File: config.mk
export PLATFORM = sky130hd
export DESIGN_NAME = output_cal_sequencer
export DESIGN_NICKNAME = d
export VERILOG_FILES = /design/src/rtl/cal_seq_pkg.sv /design/src/rtl/output_cal_sequencer_sample_averager.sv /design/src/rtl/output_cal_sequencer.sv
export SDC_FILE = /design/constraint.sdc
export NUM_CORES = 1
export LEC_CHECK = 0
export CAP_MARGIN = 20
export CORE_MARGIN = 10
export CORE_UTILIZATION = 35
export CTS_CLUSTER_SIZE = 12
export DETAILED_ROUTE_END_ITERATION = 10
export GPL_ROUTABILITY_DRIVEN = 0
export PLACE_DENSITY = 0.56
export SLEW_MARGIN = 5
export SYNTH_ARGS = -nofsm -noshare
export SYNTH_HDL_FRONTEND = slang
export SYNTH_SLANG_ARGS = --single-unit
File: constraint.sdc
create_clock -name clk_256fs -period 5.3 [get_ports clk_256fs]
set_input_delay 0.53 -clock clk_256fs [delete_from_list [all_inputs] [get_ports clk_256fs]]
set_output_delay 0.53 -clock clk_256fs [all_outputs]
set_load 0.01 [all_outputs]
File: src/rtl/cal_seq_pkg.sv
// Shared state encoding, calibration code table and sizing helpers
// for the DAC output calibration sequencer.
package cal_seq_pkg;

    typedef enum logic [2:0] {
        IDLE,
        SETTLE,
        ACCUM,
        EMIT,
        DONE
    } state_t;

    localparam int NUM_CAL_POINTS = 4;
    localparam int CODE_W = 16;
    localparam int PT_W = $clog2(NUM_CAL_POINTS);

    // Entry 0 sits in the low bits; no entry may be 0 (0 means "not forcing").
    localparam logic [NUM_CAL_POINTS-1:0][CODE_W-1:0] CAL_POINTS = {
        16'sd20000,
        16'sd10000,
        -16'sd10000,
        -16'sd20000
    };

    function automatic logic signed [CODE_W-1:0] cal_code(
        input logic [PT_W-1:0] idx
    );
        return signed'(CAL_POINTS[idx]);
    endfunction

    function automatic int acc_width(input int w, input int log2n);
        return w + log2n;
    endfunction

endpackage

File: src/rtl/output_cal_sequencer_sample_averager.sv
// Four-channel signed accumulator with clear, accumulate and
// floor-average latch.
module sample_averager
    import cal_seq_pkg::*;
#(
    parameter int W = 16,
    parameter int AVG_LOG2 = 6
) (
    input  logic              clk,
    input  logic              rst,
    input  logic              clr,
    input  logic              acc_en,
    input  logic              latch,
    input  logic [3:0][W-1:0] sample,
    output logic [3:0][W-1:0] avg
);

    localparam int AW = acc_width(W, AVG_LOG2);

    logic signed [AW-1:0] acc [4];

    always_ff @(posedge clk or posedge rst) begin
        if (rst) begin
            for (int c = 0; c < 4; c++) begin
                acc[c] <= '0;
                avg[c] <= '0;
            end
        end else begin
            for (int c = 0; c < 4; c++) begin
                if (clr) begin
                    acc[c] <= '0;
                end else if (acc_en) begin
                    acc[c] <= acc[c] + AW'(signed'(sample[c]));
                end
                if (latch) begin
                    avg[c] <= W'(acc[c] >>> AVG_LOG2);
                end
            end
        end
    end

endmodule

File: src/rtl/output_cal_sequencer.sv
// Steps the DAC through the calibration codes, settles, averages the
// looped-back ADC channels and streams one result per point and channel.
module output_cal_sequencer
    import cal_seq_pkg::*;
#(
    parameter int W = 16,
    parameter int N_POINTS = NUM_CAL_POINTS,
    parameter int SETTLE_SAMPLES = 256,
    parameter int AVG_LOG2 = 6
) (
    input  logic                        clk_256fs,
    input  logic                        rst,
    input  logic                        clk_fs,
    input  logic                        start,
    input  logic                        abort,
    input  logic signed [W-1:0]         sample_adc0,
    input  logic signed [W-1:0]         sample_adc1,
    input  logic signed [W-1:0]         sample_adc2,
    input  logic signed [W-1:0]         sample_adc3,
    output logic signed [W-1:0]         force_dac_output,
    output logic                        busy,
    output logic                        done,
    output logic                        res_valid,
    input  logic                        res_ready,
    output logic [$clog2(N_POINTS)-1:0] res_point,
    output logic [1:0]                  res_ch,
    output logic signed [W-1:0]         res_value
);

    localparam int AVG_N = 2 ** AVG_LOG2;
    localparam int CNT_MAX = SETTLE_SAMPLES > AVG_N ? SETTLE_SAMPLES : AVG_N;
    localparam int CW = $clog2(CNT_MAX + 1);
    localparam int PW = $clog2(N_POINTS);

    state_t          state;
    logic            clk_fs_q;
    logic            strb;
    logic [CW-1:0]   cnt;
    logic [PW-1:0]   next_point;
    logic            settle_end;
    logic            accum_end;
    logic [3:0][W-1:0] avg;

    assign strb       = clk_fs & ~clk_fs_q;
    assign settle_end = cnt == CW'(SETTLE_SAMPLES);
    assign accum_end  = cnt == CW'(AVG_N);
    assign next_point = res_point + 1'b1;
    assign res_value  = avg[res_ch];

    always_ff @(posedge clk_256fs or posedge rst) begin
        if (rst) begin
            clk_fs_q <= 1'b0;
        end else begin
            clk_fs_q <= clk_fs;
        end
    end

    sample_averager #(
        .W        (W),
        .AVG_LOG2 (AVG_LOG2)
    ) u_avg (
        .clk    (clk_256fs),
        .rst    (rst),
        .clr    (state == IDLE || state == SETTLE),
        .acc_en (state == ACCUM && strb && !accum_end),
        .latch  (state == ACCUM && accum_end),
        .sample ({sample_adc3, sample_adc2, sample_adc1, sample_adc0}),
        .avg    (avg)
    );

    always_ff @(posedge clk_256fs or posedge rst) begin
        if (rst) begin
            state            <= IDLE;
            cnt              <= '0;
            res_point        <= '0;
            res_ch           <= '0;
            force_dac_output <= '0;
            busy             <= 1'b0;
            done             <= 1'b0;
            res_valid        <= 1'b0;
        end else begin
            done <= 1'b0;
            if (abort) begin
                state            <= IDLE;
                cnt              <= '0;
                res_point        <= '0;
                res_ch           <= '0;
                force_dac_output <= '0;
                busy             <= 1'b0;
                res_valid        <= 1'b0;
            end else begin
                unique case (state)
                    IDLE: begin
                        if (start) begin
                            state            <= SETTLE;
                            cnt              <= '0;
                            res_point        <= '0;
                            res_ch           <= '0;
                            force_dac_output <= W'(cal_code('0));
                            busy             <= 1'b1;
                        end
                    end
                    SETTLE: begin
                        if (settle_end) begin
                            state <= ACCUM;
                            cnt   <= '0;
                        end else if (strb) begin
                            cnt <= cnt + 1'b1;
                        end
                    end
                    ACCUM: begin
                        if (accum_end) begin
                            state     <= EMIT;
                            cnt       <= '0;
                            res_ch    <= '0;
                            res_valid <= 1'b1;
                        end else if (strb) begin
                            cnt <= cnt + 1'b1;
                        end
                    end
                    EMIT: begin
                        if (res_ready) begin
                            if (res_ch == 2'd3) begin
                                res_valid <= 1'b0;
                                res_ch    <= '0;
                                if (res_point == PW'(N_POINTS - 1)) begin
                                    state            <= DONE;
                                    done             <= 1'b1;
                                    busy             <= 1'b0;
                                    force_dac_output <= '0;
                                end else begin
                                    state            <= SETTLE;
                                    res_point        <= next_point;
                                    force_dac_output <= W'(cal_code(next_point));
                                end
                            end else begin
                                res_ch <= res_ch + 1'b1;
                            end
                        end
                    end
                    DONE: begin
                        state     <= IDLE;
                        res_point <= '0;
                    end
                    default: state <= IDLE;
                endcase
            end
        end
    end

endmodule

### Yosys cells after proc, flatten, opt, wreduce, memory -nomap -nowiden

Cells that the tools add are included.

| storage, ports and cells | value |
|---|---|
| register bits | 188 |
| latch bits | 0 |
| memory bits (writable) | 0 |
| bits in read-only memories | 0 |
| input bits | 70 |
| memories | 0 |

| cells by class | value |
|---|---|
| add/subtract/negate cells | 7 |
| multipliers | 0 |
| divide/modulo/power cells | 0 |
| magnitude comparators | 2 |
| equal/unequal tests | 15 |
| shift operators | 0 |
| mux-type cells | 59 |
| bitwise logic cells | 2 |
| reductions and logical operators | 19 |

Operators by type and width:

| cell | count |
|---|---|
| $mux 22 | 8 |
| $mux 16 | 7 |
| $add 22x16->22 | 4 |
| $bmux 16 s2 | 2 |
| $mux 9 | 5 |
| $pmux 16 s2 | 1 |
| $pmux 9 s3 | 1 |
| $mux 3 | 7 |
| $ne 3x3->1 const B | 7 |
| $mux 2 | 9 |
| $reduce_and 5->1 | 3 |
| $mux 1 | 14 |
| $pmux 2 s3 | 2 |
| $pmux 3 s4 | 1 |
| $reduce_and 4->1 | 3 |
| $reduce_bool 4->1 | 3 |
| $add 9x1->9 const B | 1 |
| $eq 9x7->1 const B | 1 |
| $eq 9x9->1 const B | 1 |
| $eq 3x2->1 const B | 2 |
| $lt 2x3->1 const B | 2 |
| $reduce_bool 3->1 | 2 |
| $add 2x1->2 const B | 2 |
| $eq 2x2->1 const B | 2 |
| 11 further kinds | 14 |

### Logic depth before layout (Yosys ltp)

| logic depth | value |
|---|---|
| word-level depth | 8 |
| mapped depth | 12 |
| gate-level depth less buffers | 12 |

### Modules after synthesis

A second synthesis with hierarchy kept.

| unflattened totals | value |
|---|---|
| cell total of the unflattened synthesis | 1272 |
| area, all modules | 12355.6 µm² |

By module, submodules not included:

| module | instances | cells an instance | area an instance (µm²) | seq. area each (µm²) |
|---|---|---|---|---|
| sample_averager | 1 | 1063 | 10263.6 | 3803.6 |
| output_cal_sequencer | 1 | 209 | 2092.0 | 650.6 |

### Worst setup path before layout

Ideal clock, no wire load.

| timing | value |
|---|---|
| path kind | input-to-reg |
| start | in sample_adc1[1] |
| end | reg u_avg.acc[63] in the netlist's numbering |
| library setup time | 0.122 ns |
| arrival | 2.809 ns |
| required time | 5.178 ns |
| path slack | 2.369 ns |
| stages on the path | 9 |
| path buffers | 0 |
| cell sequence | ha_1 -> a211o_1 -> a31oi_4 -> o211ai_2 -> a221o_2 -> a211o_1 -> a21o_1 -> a211o_1 -> a32o_1 |

| on the way | value |
|---|---|
| cells in the longest elaborated chain, start to end | 3 |

RTL lines:

| element | RTL line | text |
|---|---|---|
| start: declaration | output_cal_sequencer.sv:17 | `input logic signed [W-1:0] sample_adc1,` |
| $add 22x16->22 | output_cal_sequencer_sample_averager.sv:33 | `acc[c] <= acc[c] + AW'(signed'(sample[c]));` |
| $mux 22 | output_cal_sequencer_sample_averager.sv:32 | `end else if (acc_en) begin` |
| $mux 22 | output_cal_sequencer_sample_averager.sv:30 | `if (clr) begin` |
| end signal: indexed assignment | output_cal_sequencer_sample_averager.sv:33 |  |
| end: declaration | output_cal_sequencer_sample_averager.sv:20 | `logic signed [AW-1:0] acc [4];` |

Every way passes these cells. The select of a mux whose other input is x is not followed.
A chain may end at the register's enable or synchronous reset.

### Final worst setup path

| timing | value |
|---|---|
| start | in sample_adc3[0] |
| end | reg u_avg.acc[14] in the netlist's numbering |

| on the way | value |
|---|---|
| cells in the longest elaborated chain, start to end | 3 |

RTL lines:

| element | RTL line | text |
|---|---|---|
| start: declaration | output_cal_sequencer.sv:19 | `input logic signed [W-1:0] sample_adc3,` |
| $add 22x16->22 | output_cal_sequencer_sample_averager.sv:33 |  |
| $mux 22 | output_cal_sequencer_sample_averager.sv:32 |  |
| $mux 22 | output_cal_sequencer_sample_averager.sv:30 |  |

Every way passes these cells. The select of a mux whose other input is x is not followed.

==> out/qor.txt <==
Status = finished clean
Critical-path top delay cell = clkdlybuf4s50_1
Via density = 5.26
Most common cell on crit path = o21ai_0
Post-DP Area = 0.0126 mm2
Most used flip-flop cell after synthesis = dfrtp_1
Met3 usage = 2.82%
Antenna violations before repair = 0
Reg2Reg Setup Slack = 2.17 ns
Largest net degree at the start of global routing = 155
CTS tree = done
RSZ-0062 raised after global routing = no
Tightest Hold Check Type = flop to flop
Hpwl dp = 20,100 um
Setup Fix Bufs, Post-CTS = 0
Gate Count Post-Synth = 1,115
Drt initial violations = 471
Pwr Density = 276 mW/mm2
Worst-case clock buffer depth = 2
Routed Antenna Nets = 0
TritonRoute pass-1 iters = 5
Top Usage Layer GRT = met2
Final instance area = 0.0132 mm2
P&R area growth vs syn = 17.6%
LEAKAGE = 6.25 nW
Cell count of the worst hold path = 2
Setup_tns = 0 ns
Dpl cells = 1,586
Critical R2R Launch = cnt[0]
First-pass GRT wire length = 46,100 um
DRC errors left = 0
Vias in the first global route = 8,543
Num rows = 65
Slew HR = 32.1%
Synth unique cells = 71
Levels on crit path = 13
Fin cells = 1,616
Area of the multi-input gates = 0.00639 mm2
Diodes inserted = 0
Critical Path Max Stage Delay = 0.47 ns
Sequential area share after synthesis = 39.8%
Number of synthesized flops with an enable pin = 0
Met1 usage = 19.5%
Synth Register Bits = 178
IO Count = 109
Die height = 199 um
Reg2reg path depth = 10
WP data arrival = 3.47 ns
CTS sink cnt = 178
Slew Limit Fails = 0
Critical Path Sink Type = flop
Setup Viol. Count Final = 0
CTS buffer count = 17
Asr flop ratio synth = 100%
Crit share post-route = 59.4%
Die width = 199 um
Clk slew on worst S/H paths = 0.07 ns
Initial Util = 35.5%
Yosys warning count = 0
Tot GR Track Use = 14.6%
Tightest Pin Transition = 1.02 ns
CTS Root Cell = clkbuf_16
Max Freq = 318 MHz
Crit path time final = 3.15 ns
Total of fill cells in the finished design = 3,083
Hold Buf Count CTS = 0
Wire per inst = 17.6 um
Critical path's top delay family = compound AO/OA/AOI/OAI gates
Final Hold Fails = 0
Crit Path Max Fanout = 5
WL final = 28,500 um
CP required = 5.63 ns
Mapped Area = 0.0112 mm2
WP buf/inv = 2
Detailed-route via count = 8,498
DIE AREA = 0.0395 mm2
GR Util met2 = 23.9%
Global route overflow = 0
Reg-to-Reg End = u_avg.acc[43]
Mean post-synth cell area = 10.0 um2
Crit start category = primary input
Clock latency at the later pin of the worst-skew pair = 0.44 ns
CP endpoint = u_avg.acc[14]
Post-layout net count = 1,368
Proportion of layout cells with a drive suffix above 1 = 11.2%
Cts repair resizes = 0
CP cell instances = clkdlybuf4s50_1 > ha_1 > inv_1 > fa_1 > nor2b_1 > o21ai_0 > a21boi_0 > o221a_2 > o21ai_1 > a21oi_1 > o21a_1 > o21ai_0 > a32o_1
Worst VDD drop = 185 uV
Worst Skew = 0.0119 ns
Critical path class = primary input to flop
Register Area = 0.00445 mm2
PortBufs = 104
CP Launch Point = sample_adc3[0]
Max cap viols = 0
H-tree Lvls = 4
Final Util = 41.7%
Core area = 0.0316 mm2
-- cell type report --
class,instances,share of cell area [%]
multi-input cells,849,48.6
inverters,46,1.34
well taps,402,3.82
clock buffers,19,3.44
flip-flops and latches,178,33.8
repair buffers,111,8.40
clock inverters,11,0.627
-- state kept, by name, indices dropped and copies added, names as in the netlist --
register,count
u_avg.acc,88
u_avg.avg,64
cnt,9
force_dac_output,6
state,3
res_ch,2
res_point,2
busy,1
clk_fs_q,1
done,1
res_valid,1
-- where the power goes --
group	internal [W]	switching (W)
Combinational	0.000366	0.000550
Clock	0.000624	0.000580
Sequential	0.00143	0.0000800
-- layer usage --
layer | wire, um | up-vias
met5 | 0 | -
met1 | 13700 | 4097
met2 | 13400 | 145
met4 | 219 | 0
li1 | - | 4242
met3 | 1140 | 14
-- cell usage in the layout, fill, tap and decap left out, types with 14 or more instances in the layout --
| master | count |
|---|---|
| dfrtp_1 | 178 |
| o21ai_0 | 111 |
| nand2_1 | 105 |
| clkdlybuf4s50_1 | 104 |
| ha_1 | 91 |
| a21oi_1 | 65 |
| mux2_2 | 65 |
| nor2_1 | 52 |
| xor2_1 | 46 |
| inv_1 | 45 |
| a21o_1 | 43 |
| xnor2_1 | 26 |
| nand3_1 | 18 |
| clkbuf_16 | 17 |
| mux4_2 | 16 |
| nor2b_1 | 14 |
-- worst register-to-register path, cell delays in order, from the launching register on --
cell      delay (ns)
dfrtp_1         0.44
inv_1           0.09
ha_1            0.14
or4b_1          0.45
nor3_2          0.29
a31oi_1         0.23
nand3b_1        0.17
buf_4           0.71
nor4b_1         0.17
a41oi_1         0.20
o211ai_1        0.10
-- how the worst min path moves through the flow --
stage / startpoint / endpoint / slack [ns]
5_1_grt: u_avg.acc[66] / u_avg.acc[66] / 0.52
2_1_floorplan: u_avg.avg[45] / u_avg.avg[45] / 0.44
3_5_place_dp: force_dac_output[4] / force_dac_output[4] / 0.47
4_1_cts: force_dac_output[4] / force_dac_output[4] / 0.49
6_report: force_dac_output[4] / force_dac_output[4] / 0.48
3_3_place_gp: u_avg.acc[48] / u_avg.acc[48] / 0.47
-- metrics by stage --
stage | worst slack, ns | hold WS, ns | power (W)
global route | 1.79 | 0.515 | 0.00384
global placement | 1.71 | 0.466 | 0.00245
floorplan | 2.37 | 0.445 | 0.00215
finish | 2.15 | 0.480 | 0.00363
detailed placement | 1.68 | 0.470 | 0.00247
CTS | 2.09 | 0.485 | 0.00369
-- cell usage after synthesis (5+ instances only) --
cell	number	area, um2
xnor2_1	26	228
o21bai_1	7	52.6
a22o_1	7	61.3
a21o_1	43	323
nor2b_1	14	87.6
a211oi_1	6	45.0
nor2_1	53	199
a21oi_1	65	325
o31ai_1	12	90.1
a211o_1	5	43.8
a32o_1	7	70.1
nand2_1	105	394
a2111oi_0	5	43.8
a31oi_1	12	75.1
or3_1	11	68.8
nand3_1	18	90.1
and3_1	7	43.8
dfrtp_1	178	4450
mux4_2	16	360
clkbuf_1	31	116
ha_1	91	1140
nand4_1	8	50.1
nand2b_1	12	75.1
mux2_2	65	732
xor2_1	46	403
buf_4	10	75.1
inv_1	46	173
nor3_1	12	60.1
o21a_1	9	67.6
a21boi_0	5	37.5
o21ai_0	111	556
and4_1	5	43.8
-- logic make-up after synthesis --
kind of cell | synth area share, %
multiplexers | 9.84
flip-flops | 39.8
buffers and inverters | 3.43
other | 0.0335
XOR/XNOR | 5.63
AND/OR/NAND/NOR | 11.5
AO/OA/AOI/OAI | 18.9
adder cells (fa/ha/maj) | 10.9
Note: power is estimated with default switching activity, not from simulation.
